## src/rtl/lfsr_range_rng.sv

```systemverilog
// Range-limited random source: free-running Galois LFSR with runtime seeding, plus a
// req/ack draw engine that rejection-samples into [MIN_VAL, MAX_VAL] with a bounded retry count.
module lfsr_range_rng #(
  parameter int unsigned       WIDTH     = 14,
  parameter logic [WIDTH-1:0]  TAPS      = 14'h3802,
  parameter logic [WIDTH-1:0]  SEED_INIT = {WIDTH{1'b1}},
  parameter int unsigned       MIN_VAL   = 1000,
  parameter int unsigned       MAX_VAL   = 5000,
  parameter int unsigned       MAX_TRIES = 64
) (
  input  logic             clk,
  input  logic             reset,
  input  logic             seed_load,
  input  logic [WIDTH-1:0] seed,
  input  logic             req,
  input  logic             ack,
  output logic [WIDTH-1:0] random,
  output logic             rnd_ready,
  output logic             busy,
  output logic             timeout,
  output logic [WIDTH-1:0] lfsr_q
);

  localparam int unsigned TRIES_W = $clog2(MAX_TRIES) + 1;
  localparam logic [TRIES_W-1:0] LAST_TRY = TRIES_W'(MAX_TRIES - 1);
  localparam logic [WIDTH-1:0] FALLBACK = WIDTH'(MIN_VAL);

  localparam logic [1:0] IDLE   = 2'd0;
  localparam logic [1:0] SEARCH = 2'd1;
  localparam logic [1:0] READY  = 2'd2;

  logic [WIDTH-1:0]   lfsr;
  logic [WIDTH-1:0]   stepped;
  logic [WIDTH-1:0]   next_lfsr;
  logic [31:0]        lfsr_ext;
  logic               in_window;
  logic [1:0]         state;
  logic [TRIES_W-1:0] tries;

  // A zero seed would lock the LFSR up, so it is replaced by all-ones.
  always_comb begin
    stepped = (lfsr >> 1) ^ (lfsr[0] ? TAPS : '0);
    if (seed_load) begin
      next_lfsr = (seed == '0) ? {WIDTH{1'b1}} : seed;
    end else begin
      next_lfsr = stepped;
    end
  end

  always_ff @(posedge clk or posedge reset) begin
    if (reset) begin
      lfsr <= SEED_INIT;
    end else begin
      lfsr <= next_lfsr;
    end
  end

  assign lfsr_ext  = 32'(lfsr);
  assign in_window = (lfsr_ext >= MIN_VAL) && (lfsr_ext <= MAX_VAL);
  assign lfsr_q    = lfsr;

  always_ff @(posedge clk or posedge reset) begin
    if (reset) begin
      state     <= IDLE;
      tries     <= '0;
      random    <= '0;
      rnd_ready <= 1'b0;
      busy      <= 1'b0;
      timeout   <= 1'b0;
    end else begin
      case (state)
        IDLE: begin
          if (req) begin
            state <= SEARCH;
            busy  <= 1'b1;
            tries <= '0;
          end
        end
        SEARCH: begin
          if (in_window) begin
            random    <= lfsr;
            timeout   <= 1'b0;
            rnd_ready <= 1'b1;
            busy      <= 1'b0;
            state     <= READY;
          end else if (tries == LAST_TRY) begin
            random    <= FALLBACK;
            timeout   <= 1'b1;
            rnd_ready <= 1'b1;
            busy      <= 1'b0;
            state     <= READY;
          end else begin
            tries <= tries + 1'b1;
          end
        end
        READY: begin
          // ack together with req chains straight into the next draw.
          if (ack) begin
            rnd_ready <= 1'b0;
            timeout   <= 1'b0;
            tries     <= '0;
            if (req) begin
              state <= SEARCH;
              busy  <= 1'b1;
            end else begin
              state <= IDLE;
            end
          end
        end
        default: begin
          state     <= IDLE;
          busy      <= 1'b0;
          rnd_ready <= 1'b0;
          timeout   <= 1'b0;
          tries     <= '0;
        end
      endcase
    end
  end

endmodule

```

## config.mk

```make
export PLATFORM = sky130hd
export DESIGN_NAME = lfsr_range_rng
export DESIGN_NICKNAME = d
export VERILOG_FILES = /design/src/rtl/lfsr_range_rng.sv
export SDC_FILE = /design/constraint.sdc
export NUM_CORES = 1
export LEC_CHECK = 0
export ABC_AREA = 1
export BUFFER_PORTS_ARGS = -buffer_cell sky130_fd_sc_hd__buf_4
export CAP_MARGIN = 20
export CORE_ASPECT_RATIO = 0.75
export CORE_MARGIN = 2
export CORE_UTILIZATION = 59
export CTS_BUF_LIST = sky130_fd_sc_hd__clkbuf_8
export DETAILED_ROUTE_END_ITERATION = 7
export PLACE_DENSITY = 0.86
export SLEW_MARGIN = 20
export SYNTH_ARGS = -nofsm -noshare
export SYNTH_HDL_FRONTEND = slang
export SYNTH_SLANG_ARGS = --single-unit
```

## constraint.sdc

```tcl
create_clock -name clk -period 4.2 [get_ports clk]
set_input_delay 0.42 -clock clk [delete_from_list [all_inputs] [get_ports clk]]
set_output_delay 0.42 -clock clk [all_outputs]
set_load 0.005 [all_outputs]
```

Word level (Yosys, flattened, before mapping). Index checks and enable logic that the tools add are counted. Widths: inputs -> output; s select.

Register bits after elaboration: 40. Bits of input ports: 19. Output and inout bits: 31. Word-level logic and storage cells: 56.

Add/sub/neg operators: 1. Order comparisons: 2. Equality and inequality tests: 8. Mux-type cells: 27. Bitwise gates (word level): 2. Reduce and logical (&&, ||, !) cells: 9.

Operators by type and width (count): $mux 14 (5); $mux 7 (4); $pmux 7 s3 (1); $ge 14x10->1 const B (1); $le 14x13->1 const B (1); $logic_not 14->1 (1); $xor 13x14->14 (1); $mux 1 (9); $pmux 1 s3 (3); $mux 2 (4); $ne 2x2->1 const B (4); $add 7x1->7 const B (1); $eq 7x6->1 const B (1); $pmux 2 s3 (1); $reduce_and 3->1 (2); $reduce_and 2->1 (2); $reduce_and 4->1 (1); $ne 3x3->1 const B (1); $eq 2x1->1 const B (1); $eq 2x2->1 const B (1); $logic_not 2->1 (1); $reduce_bool 2->1 (1); $logic_and 1x1->1 (1); $not 1->1 (1).

Longest topological paths before layout. Gate-level depths: netlist of the first run.

Word-level depth: 4. Gate-level depth with buffers: 13. Mapped depth without buffers: 12.

Worst setup path after synthesis of the first run. OpenSTA, ideal clock, no wires.

Kind: reg-to-reg. Start: register lfsr[0], in the netlist lfsr_q[0]. End: register random[3]. Setup time: 121 ps. Arrival: 1515 ps. Data required time: 4079 ps. Path slack: 2563 ps. Stages on the path, launching flop included: 12. Buffers on the path: 1. Clock period less this slack: 1637 ps. Path through: dfstp_2 inv_1 ha_1 nand3_1 nor2_1 nand3_1 nand2_1 nand3_2 buf_8 nand2_8 nor2_1 a21oi_2.

Longest elaborated chain between the ends: 4. Elaborated cells between the ends (all ways): 6. Those cells by class: 2 x order compare; 1 x mux; 3 x reduce/logical.

Ends and longest elaborated chain: from (decl) (RTL line 32) `logic [WIDTH-1:0] lfsr;`; from (signal assigned) (RTL line 54) `lfsr <= next_lfsr;`; $ge 14x10->1 or $le 14x13->1 (tied branches) (RTL line 59) `assign in_window = (lfsr_ext >= MIN_VAL) && (lfsr_ext <= MAX_VAL);`; $logic_and 1x1->1 * (RTL line 59); $reduce_bool 2->1 (no source line); $reduce_and 2->1 (no source line); to (signal assigned) (RTL line 81) `random <= lfsr;`; to (decl) (RTL line 17) `output logic [WIDTH-1:0] random,`.

Every way passes the cells marked *; elsewhere a longest branch is shown, timed or not. A chain may end at the register's enable or synchronous reset.

Worst setup path in the final report of the first run.
Start: register lfsr[0], in the netlist lfsr_q[0]. End: register tries[6].

Longest elaborated chain between the ends: 4. Elaborated cells between the ends (all ways): 5. Those cells by class: 2 x order compare; 1 x eq/ne; 2 x reduce/logical.

Ends and longest elaborated chain: $ge 14x10->1 or $le 14x13->1 (tied branches) (RTL line 59); $logic_and 1x1->1 * (RTL line 59); $ne 2x2->1 (no source line) *; $reduce_and 4->1 (no source line) *; to (signal assigned) (RTL line 93) `tries <= tries + 1'b1;`; to (decl) (RTL line 38) `logic [TRIES_W-1:0] tries;`.

Marked as above.

==> impl_metrics.ini, run 1 <==
[status]
status = finished, final reports clean

[synth]
yosysTopAreaCell = dfrtp_1
syn_inst = 228
netlist_top_cells_count = 37 x nand2_1, 29 x o21ai_0, 26 x dfrtp_1
synthDistinctLibCells = 33
yosysTopAreaCellShare_pct = 32.0
yosys_warnings = 0
synth_edf_count = 0
synth.avg_cell_area_um2 = 8.91
yosysSeqAreaShare_pct = 50.1
syn-cell-area_mm2 = 0.00203
ys_ff_latch = 40
post-synth-top-count-cell = nand2_1
synthesis.nets = 249
ys_top_cells_by_area = dfrtp_1 32%, dfstp_2 18%, o21ai_0 7.1%, nand2_1 6.8%, inv_1 4.1%
ys_async_sr_fraction_pct = 100
synth-main-ff-cell = dfrtp_1

[sta]
setup_viol = 0
skew_ns = 0.00531
slew_viol_final = 0
finalHoldViolCount = 0
fin_ws_ns = 2.08
tightest_slew_ns = 0.579
hold_ws_ns = 0.248
period_share_pct = 50.6
setup_tns_ns = 0
fin_crit_ns = 2.12
rsz0062_at_grt = false
max_freq_mhz = 471
relSlewSlack_pct = 61.1

[finish]
fin_nets = 300
drive_above_1_share_pct = 39.3
diodes = 0
syn2layout_area_growth_pct = 24.0
final_cells = 320
nFillCells = 252

[cts]
cts_hold_buf = 0
cts_buffer_depth = 2
cts_tree = done
cts-root-buf = clkbuf_8
path_clk_slew_ns = 0.08
cts-htree-levels = 2
cts_sinks = 40
cts_buffers = 5
clk_latency_ns = 0.29
cts_setup_buffers = 0
cts_resized = 0

[floorplan]
row_count = 18
initial_core_util_pct = 61.8
core_mm2 = 0.00329
dieArea_mm2 = 0.00393
die-height_um = 54.8
die_x_um = 71.8
io_pins = 50

[worst_setup_path]
crit_arrival_ns = 2.31
rrSetupSlack_ns = 2.08
cp_top_family = simple AND/OR/NAND/NOR gates
required_ns = 4.39
worst_path_max_delay_cell = dfstp_2
r2r_start = lfsr_q[0]$_DFF_PP1_
reg2reg_to = tries[6]$_DFFE_PP0P_
critPathLaunchType = flop
path_buf_inv = 1
crit_path_end_kind = flop
crit_path_max_incr_delay_ns = 0.58
critPathMaxFanout = 13
crit_chain = inv_1, ha_1, nand3_1, nor2_1, nand3_1, nand2_1, nand3_2, nand3_2, o21a_1
r2r_cells = 9
path_class = reg -> reg

[drt]
drt_iter0_markers = 99
drtAntennaViolNets = 0
wl_per_cell_um = 13.1
dr.pass1.iters = 4
drc = 0
avgViaCountPerCell = 5.23
drt-total-wl_um = 4200
vias = 1674

[global_route]
met3_usage_pct = 6.81
grt_usage_pct = 22.8
met1_usage_pct = 29.9
grt_antenna_before_repair = 0
busiest_layer = met2
grt_max_degree = 41
grt_use_met2_pct = 38.0
grt_pass1_wl_um = 6710
overflow = 0
grt_pass1_vias = 1468

[power_and_ir_drop]
ir_drop_uv = 433
power_density_mw_per_mm2 = 557
leakagePower_nw = 1.22

[place]
dp.cells = 312
portBuffers = 49
hpwl_um = 3140
pre_cts_ws_ns = 2.08
place.gp.congestion = 0.847

[job]
cap_violations = 0

[min_path]
min-delay-path-class = in -> async
-- final cells by class --
class                   instances  area, um^2  share of cell area [%]
clock buffers                   5        68.8                    2.73
flip-flops and latches         40        1020                    40.4
repair buffers                 50         375                    14.9
multi-input cells             152         848                    33.7
inverters                      30         120                    4.77
well taps                      40        50.0                    1.99
clock inverters                 3        38.8                    1.54
-- worst max path at each step --
| stage | slack (ns) | cells past startpoint | to | startpoint |
|---|---|---|---|---|
| final | 2.08 | 9 | tries[6]$_DFFE_PP0P_ | lfsr_q[0]$_DFF_PP1_ |
| after global routing | 1.92 | 9 | tries[6]$_DFFE_PP0P_ | lfsr_q[0]$_DFF_PP1_ |
| after CTS | 2.07 | 9 | tries[6]$_DFFE_PP0P_ | lfsr_q[0]$_DFF_PP1_ |
| after detailed placement | 2.08 | 9 | tries[6]$_DFFE_PP0P_ | lfsr_q[0]$_DFF_PP1_ |
| after global placement | 2.18 | 9 | tries[6]$_DFFE_PP0P_ | lfsr_q[0]$_DFF_PP1_ |
| after floorplan | 2.56 | 11 | random[3]$_DFFE_PP0P_ | lfsr_q[0]$_DFF_PP1_ |
-- worst min-delay path: cells and delay by family --
kind	cells	cell delay (ns)
buffers and inverters	3	0.55
-- state kept, by name (all words and copies together), names as in the netlist --
register,cells
random,14
lfsr_q,14
state,2
tries,7
timeout,1
rnd_ready,1
busy,1
-- through the flow --
step	instance area, um^2	utilization (%)	power [mW]
floorplan	2030	-	0.912
global placement	2410	73.4	1.10
detailed placement	2410	73.4	1.11
CTS	2520	76.6	1.41
global route	2520	76.6	1.51
finish	2520	76.6	1.40
-- kinds of logic (layout without fill, tap and decap cells) --
group,Yosys count,in the layout,share of synthesized area (%)
and+or+nand+nor,91,91,22.9
DFF,40,40,50.1
AOI/OAI and AO/OA,57,57,16.7
buffers and inverters,36,88,8.13
adders and majority gates,2,2,1.23
xor gates and xnor gates,2,2,0.862
-- per-layer routing --
layer | part of all wire (%) | up-vias
met5 | 0 | -
li1 | - | 841
met2 | 47 | 56
met3 | 6.0 | 4
met1 | 47 | 773
met4 | 0.55 | 0
-- placed cells by master (no fill, tap or decap), types with 2 or more instances in the layout --
master,synthesis,layout
inv_2,6,6
o21ai_1,11,11
nand3_1,10,10
dfrtp_1,26,26
o21ai_2,8,8
nor2_4,2,2
o21ai_0,29,29
or2_2,2,2
nand3b_1,2,2
nand3_2,2,2
nor3_1,2,2
a21oi_2,6,6
nand2_2,8,8
nor2_1,20,20
nand2_1,37,37
ha_1,2,2
buf_4,1,50
a21oi_1,2,2
inv_1,22,23
dfstp_2,14,14
clkbuf_8,0,5
xnor2_1,2,2
-- power breakdown --
part	internal, mW	switching (mW)	leakage, nW
combinational	0.240	0.276	0.681
clock	0.174	0.129	0.0593
sequential	0.506	0.0800	0.476
Power figures use the tool's default switching activity.
==> inputs of run 2 (changes only) <==
--- a/config.mk
+++ b/config.mk
@@ -10,10 +10,10 @@
 export CAP_MARGIN = 20
 export CORE_ASPECT_RATIO = 0.75
 export CORE_MARGIN = 2
-export CORE_UTILIZATION = 59
+export CORE_UTILIZATION = 50
 export CTS_BUF_LIST = sky130_fd_sc_hd__clkbuf_8
 export DETAILED_ROUTE_END_ITERATION = 7
-export PLACE_DENSITY = 0.86
+export PLACE_DENSITY = 0.78
 export SLEW_MARGIN = 20
 export SYNTH_ARGS = -nofsm -noshare
 export SYNTH_HDL_FRONTEND = slang
==> constraint.sdc (replaced) <==
create_clock -name clk -period 1.9 [get_ports clk]
set_input_delay 0.19 -clock clk [delete_from_list [all_inputs] [get_ports clk]]
set_output_delay 0.19 -clock clk [all_outputs]
set_load 0.005 [all_outputs]
==> run 2 against run 1 <==
Clock skew about the same. Register-to-register slack got worse by 2.0 ns. Die area increased by 17%. Maximum frequency increased by 20%. Via count increased by 1.6%. Wire length increased by 0.33%. Clock power increased by 84%. Clock-buffer cell count increased by 1. Final area increased by 1.0%. Sequential share of layout area decreased by 0.42 points. Critical path type unchanged. Largest power group unchanged.
==> impl_metrics.ini, run 2 (synthesis results as in run 1) <==
[sta]
period_share_pct = 93.4
rsz0062_at_grt = false
skew_ns = 0.00523
max_freq_mhz = 563
finalHoldViolCount = 0
fin_crit_ns = 1.78
hold_ws_ns = 0.0228
relSlewSlack_pct = 58.1
setup_tns_ns = 0
slew_viol_final = 0
setup_viol = 0
tightest_slew_ns = 0.624

[finish]
drive_above_1_share_pct = 39.7
final_core_util_pct = 64.0
mostFrequentLayoutCells = 52 x buf_4, 37 x nand2_1, 29 x o21ai_0, 26 x dfrtp_1, 24 x inv_1
final_area_mm2 = 0.00255
fin_nets = 302
syn2layout_area_growth_pct = 25.3
final_common_cell = buf_4
diodes = 0

[cts]
cts_buffer_depth = 2
cts_buffers = 5
cts_sinks = 40
path_clk_slew_ns = 0.07
clk_latency_ns = 0.29
cts_tree = done
cts-root-buf = clkbuf_8
cts-htree-levels = 2

[power_and_ir_drop]
ir_drop_uv = 562
power_density_mw_per_mm2 = 1190
leakagePower_nw = 1.22

[worst_setup_path]
path_class = reg -> reg
reg2reg_to = random[5]$_DFFE_PP0P_
critPathLaunchType = flop
r2r_start = lfsr_q[0]$_DFF_PP1_
crit_arrival_ns = 1.95
crit_path_end_kind = flop
critPathMaxFanout = 8
rrSetupSlack_ns = 0.12
required_ns = 2.08
r2r_cells = 11

[drt]
dr.pass1.iters = 4
wl_per_cell_um = 12.5
drt_iter0_markers = 59
vias = 1701
avgViaCountPerCell = 5.05
drtAntennaViolNets = 0
drc = 0
drt-total-wl_um = 4210

[place]
place_area_mm2 = 0.00245
place.gp.congestion = 0.801
portBuffers = 49
hpwl_um = 3230

[status]
status = finished, final reports clean

[job]
cap_violations = 0

[floorplan]
die_x_um = 77.6
dieArea_mm2 = 0.00460
io_pins = 50
die-height_um = 59.2
core_mm2 = 0.00398
row_count = 20
initial_core_util_pct = 51.1

[global_route]
grt_usage_pct = 20.4
overflow = 0
grt_pass1_vias = 1544
grt_pass1_wl_um = 7210
grt_max_degree = 41
grt_antenna_before_repair = 0

[min_path]
min-delay-path-class = in -> async
[run 2: layout make-up]
class	count	area [um^2]
clock buffer	6	82.6
clock inverter	2	7.51
fill	355	1430
inverter	30	120
multi-input combinational	152	858
sequential	40	1020
tap	55	68.8
timing repair buffer	52	390
[run 2: stage by stage]
step                      cells  power [mW]  setup slack, ns
final                       337        3.02            0.125
after global placement      329        2.44            0.213
after CTS                   337        3.04            0.123
after floorplan             228        2.02            0.263
after global routing        337        3.26          0.00352
after detailed placement    329        2.47            0.142
[run 2: power by group]
group | internal (mW) | switching (mW) | total, mW
registers | 1.12 | 0.180 | 1.30
logic | 0.556 | 0.609 | 1.17
clock network | 0.285 | 0.273 | 0.558
total | 1.96 | 1.06 | 3.02
[run 2: how the worst max path moves through the flow]
stage | slack [ns] | cells after the start | to | startpoint
final | 0.12 | 11 | random[5]$_DFFE_PP0P_ | lfsr_q[0]$_DFF_PP1_
after global routing | 0.004 | 11 | random[5]$_DFFE_PP0P_ | lfsr_q[0]$_DFF_PP1_
after CTS | 0.12 | 9 | tries[6]$_DFFE_PP0P_ | lfsr_q[0]$_DFF_PP1_
after detailed placement | 0.14 | 9 | tries[6]$_DFFE_PP0P_ | lfsr_q[0]$_DFF_PP1_
after global placement | 0.21 | 9 | tries[6]$_DFFE_PP0P_ | lfsr_q[0]$_DFF_PP1_
after floorplan | 0.26 | 11 | random[3]$_DFFE_PP0P_ | lfsr_q[0]$_DFF_PP1_
[run 2: per-layer routing]
metal  up-vias  GRT usage, %  part of all wire [%]
li1        843             -                     -
met1       802          29.5                    50
met2        49          30.5                    44
met3         7          4.88                   5.4
met4         0          6.89                   1.2
met5         -             0                     0
[run 2: timing repair]
| item | in CTS | in global routing |
|---|---|---|
| setup endpoints to repair | 0 | 5 |
| hold buffers | 0 | 0 |
| buffers inserted | 0 | 0 |
| resized for setup | 0 | 2 |
[run 2: critical path: stages, from the launching register on]
cell and delay [ns]:
dfstp_2 0.57, inv_1 0.08, ha_1 0.19, nand3_1 0.09, nor2_1 0.05, nand3_1 0.06, nand2_1 0.09, nand3_2 0.12
buf_4 0.16, nand2_8 0.08, nor2_1 0.13, a21oi_2 0.04
==> inputs of run 3 (changes only) <==
--- a/config.mk
+++ b/config.mk
@@ -10,10 +10,11 @@
 export CAP_MARGIN = 20
 export CORE_ASPECT_RATIO = 0.75
 export CORE_MARGIN = 2
-export CORE_UTILIZATION = 50
+export CORE_UTILIZATION = 55
 export CTS_BUF_LIST = sky130_fd_sc_hd__clkbuf_8
 export DETAILED_ROUTE_END_ITERATION = 7
-export PLACE_DENSITY = 0.78
+export PLACE_DENSITY = 0.81
+export REMOVE_ABC_BUFFERS = 1
 export SLEW_MARGIN = 20
 export SYNTH_ARGS = -nofsm -noshare
 export SYNTH_HDL_FRONTEND = slang
==> constraint.sdc (replaced) <==
create_clock -name clk -period 2 [get_ports clk]
set_input_delay 0.2 -clock clk [delete_from_list [all_inputs] [get_ports clk]]
set_output_delay 0.2 -clock clk [all_outputs]
set_load 0.005 [all_outputs]
==> run 3 against run 2 <==
Clock-buffer cell count rose by 1. Total power increased by 1.6%. First-iteration DRC count is 56% higher. Critical path depth down 2. Utilization increased by 7.6 points. Register-to-register slack gained 0.03 ns. Clock skew is essentially flat. Maximum frequency fell by 3.6%. Global-route usage rose by 2.8 points. Hold slack got worse by 0.0082 ns. Combinational power fell by 5%. Via count decreased by 2.8%. Largest cell class unchanged.
==> impl_metrics.ini, run 3 (synthesis results as in run 1) <==
[cts]
cts-root-buf = clkbuf_8
cts_buffers = 5
cts_sinks = 40
cts_tree = done
cts_buffer_depth = 2
path_clk_slew_ns = 0.08
cts-htree-levels = 2
clk_latency_ns = 0.30

[finish]
drive_above_1_share_pct = 39.9
register_area_mm2 = 0.00102
syn2layout_area_growth_pct = 26.4
final_cells = 333
final_area_mm2 = 0.00257
mostFrequentLayoutCells = 51 x buf_4, 37 x nand2_1, 29 x o21ai_0, 26 x dfrtp_1, 22 x inv_1
diodes = 0
final_core_util_pct = 71.6
multi_input_area_um2 = 856
final_common_cell = buf_4
fin_nets = 301
nFillCells = 304

[place]
pre_cts_ws_ns = 0.102
place.gp.congestion = 0.773
dp.cells = 325
place_area_mm2 = 0.00243
hpwl_um = 3200
portBuffers = 49

[sta]
skew_ns = 0.00523
max_freq_mhz = 543
relSlewSlack_pct = 55.5
hold_ws_ns = 0.0146
setup_viol = 0
slew_viol_final = 0
period_share_pct = 92.0
rsz0062_at_grt = false
setup_tns_ns = 0
finalHoldViolCount = 0
tightest_slew_ns = 0.663
fin_crit_ns = 1.84
fin_ws_ns = 0.159

[global_route]
grt_pass1_vias = 1593
met3_usage_pct = 6.46
busiest_layer = met1
grt_pass1_wl_um = 7330
met1_usage_pct = 34.4
grt_antenna_before_repair = 0
overflow = 0
grt_usage_pct = 23.2
grt_use_met2_pct = 32.5
grt_max_degree = 41

[power_and_ir_drop]
power_density_mw_per_mm2 = 1190
leakagePower_nw = 1.23
ir_drop_uv = 637
total_power_mw = 3.07

[floorplan]
io_pins = 50
dieArea_mm2 = 0.00420
core_mm2 = 0.00359
initial_core_util_pct = 56.6
row_count = 19
die-height_um = 56.6
die_x_um = 74.2

[worst_setup_path]
crit_path_max_incr_delay_ns = 0.58
crit_path_end_kind = flop
crit_arrival_ns = 2.04
path_class = reg -> reg
critPathLaunchType = flop
rrSetupSlack_ns = 0.16
path_common_cell = nand3_1
crit_chain = inv_1, ha_1, nand3_1, nor2_1, nand3_1, nand2_1, nand3_2, nand3_4, o21a_1
required_ns = 2.20
critPathMaxFanout = 13
worst_path_max_delay_cell = dfstp_2

[job]
cap_violations = 0

[drt]
avgViaCountPerCell = 4.96
drc = 0
wl_per_cell_um = 12.9
drt_iter0_markers = 92
drtAntennaViolNets = 0
vias = 1653
drt-total-wl_um = 4300
dr.pass1.iters = 4

[min_path]
min-delay-path-class = in -> async

[status]
status = finished, final reports clean
==> run 3: worst max-delay path, delay by kind of cell (launching register included) <==
kind,cells,cell delay [ns]
DFF,1,0.58
adders and majority gates,1,0.19
buffers and inverters,1,0.09
and+or+nand+nor,6,0.66
AOI/OAI and AO/OA,1,0.22
==> run 3: area by class of cell <==
class / count / area share [%]
inverters: 30 / 4.68
repair buffers: 51 / 14.9
clock buffers: 7 / 3.75
clock inverters: 1 / 1.17
multi-input cells: 152 / 33.3
well taps: 52 / 2.53
flip-flops and latches: 40 / 39.6
==> run 3: path summary, 6_finish.rpt <==
kind                       cells past startpoint                  start                endpoint
hold reg to reg                                2  rnd_ready$_DFFE_PP0P_   rnd_ready$_DFFE_PP0P_
setup reg to reg                               9    lfsr_q[0]$_DFF_PP1_    tries[6]$_DFFE_PP0P_
max in group asynchronous                      3                  reset     lfsr_q[7]$_DFF_PP1_
min in group clk                               3                seed[8]     lfsr_q[8]$_DFF_PP1_
hold / removal                                 3                  reset  random[11]$_DFFE_PP0P_
setup / recovery                               9    lfsr_q[0]$_DFF_PP1_    tries[6]$_DFFE_PP0P_
==> run 3: metal layers <==
layer / vias up / routed length, um / share of wire [%]
li1: 844 / - / -
met1: 762 / 2130 / 50
met2: 41 / 1880 / 44
met3: 6 / 229 / 5.3
met4: 0 / 59 / 1.4
met5: - / 0 / 0
==> run 3: timing repair <==
item,in CTS,in global routing
setup buffers,0,0
gates resized for setup,0,1
hold buffers,0,0
endpoints found under the setup margin,0,7
==> run 3: power breakdown <==
| part | switching (mW) | internal, mW |
|---|---|---|
| Sequential | 0.171 | 1.06 |
| Combinational | 0.588 | 0.518 |
| Clock | 0.291 | 0.440 |
| Total | 1.05 | 2.02 |
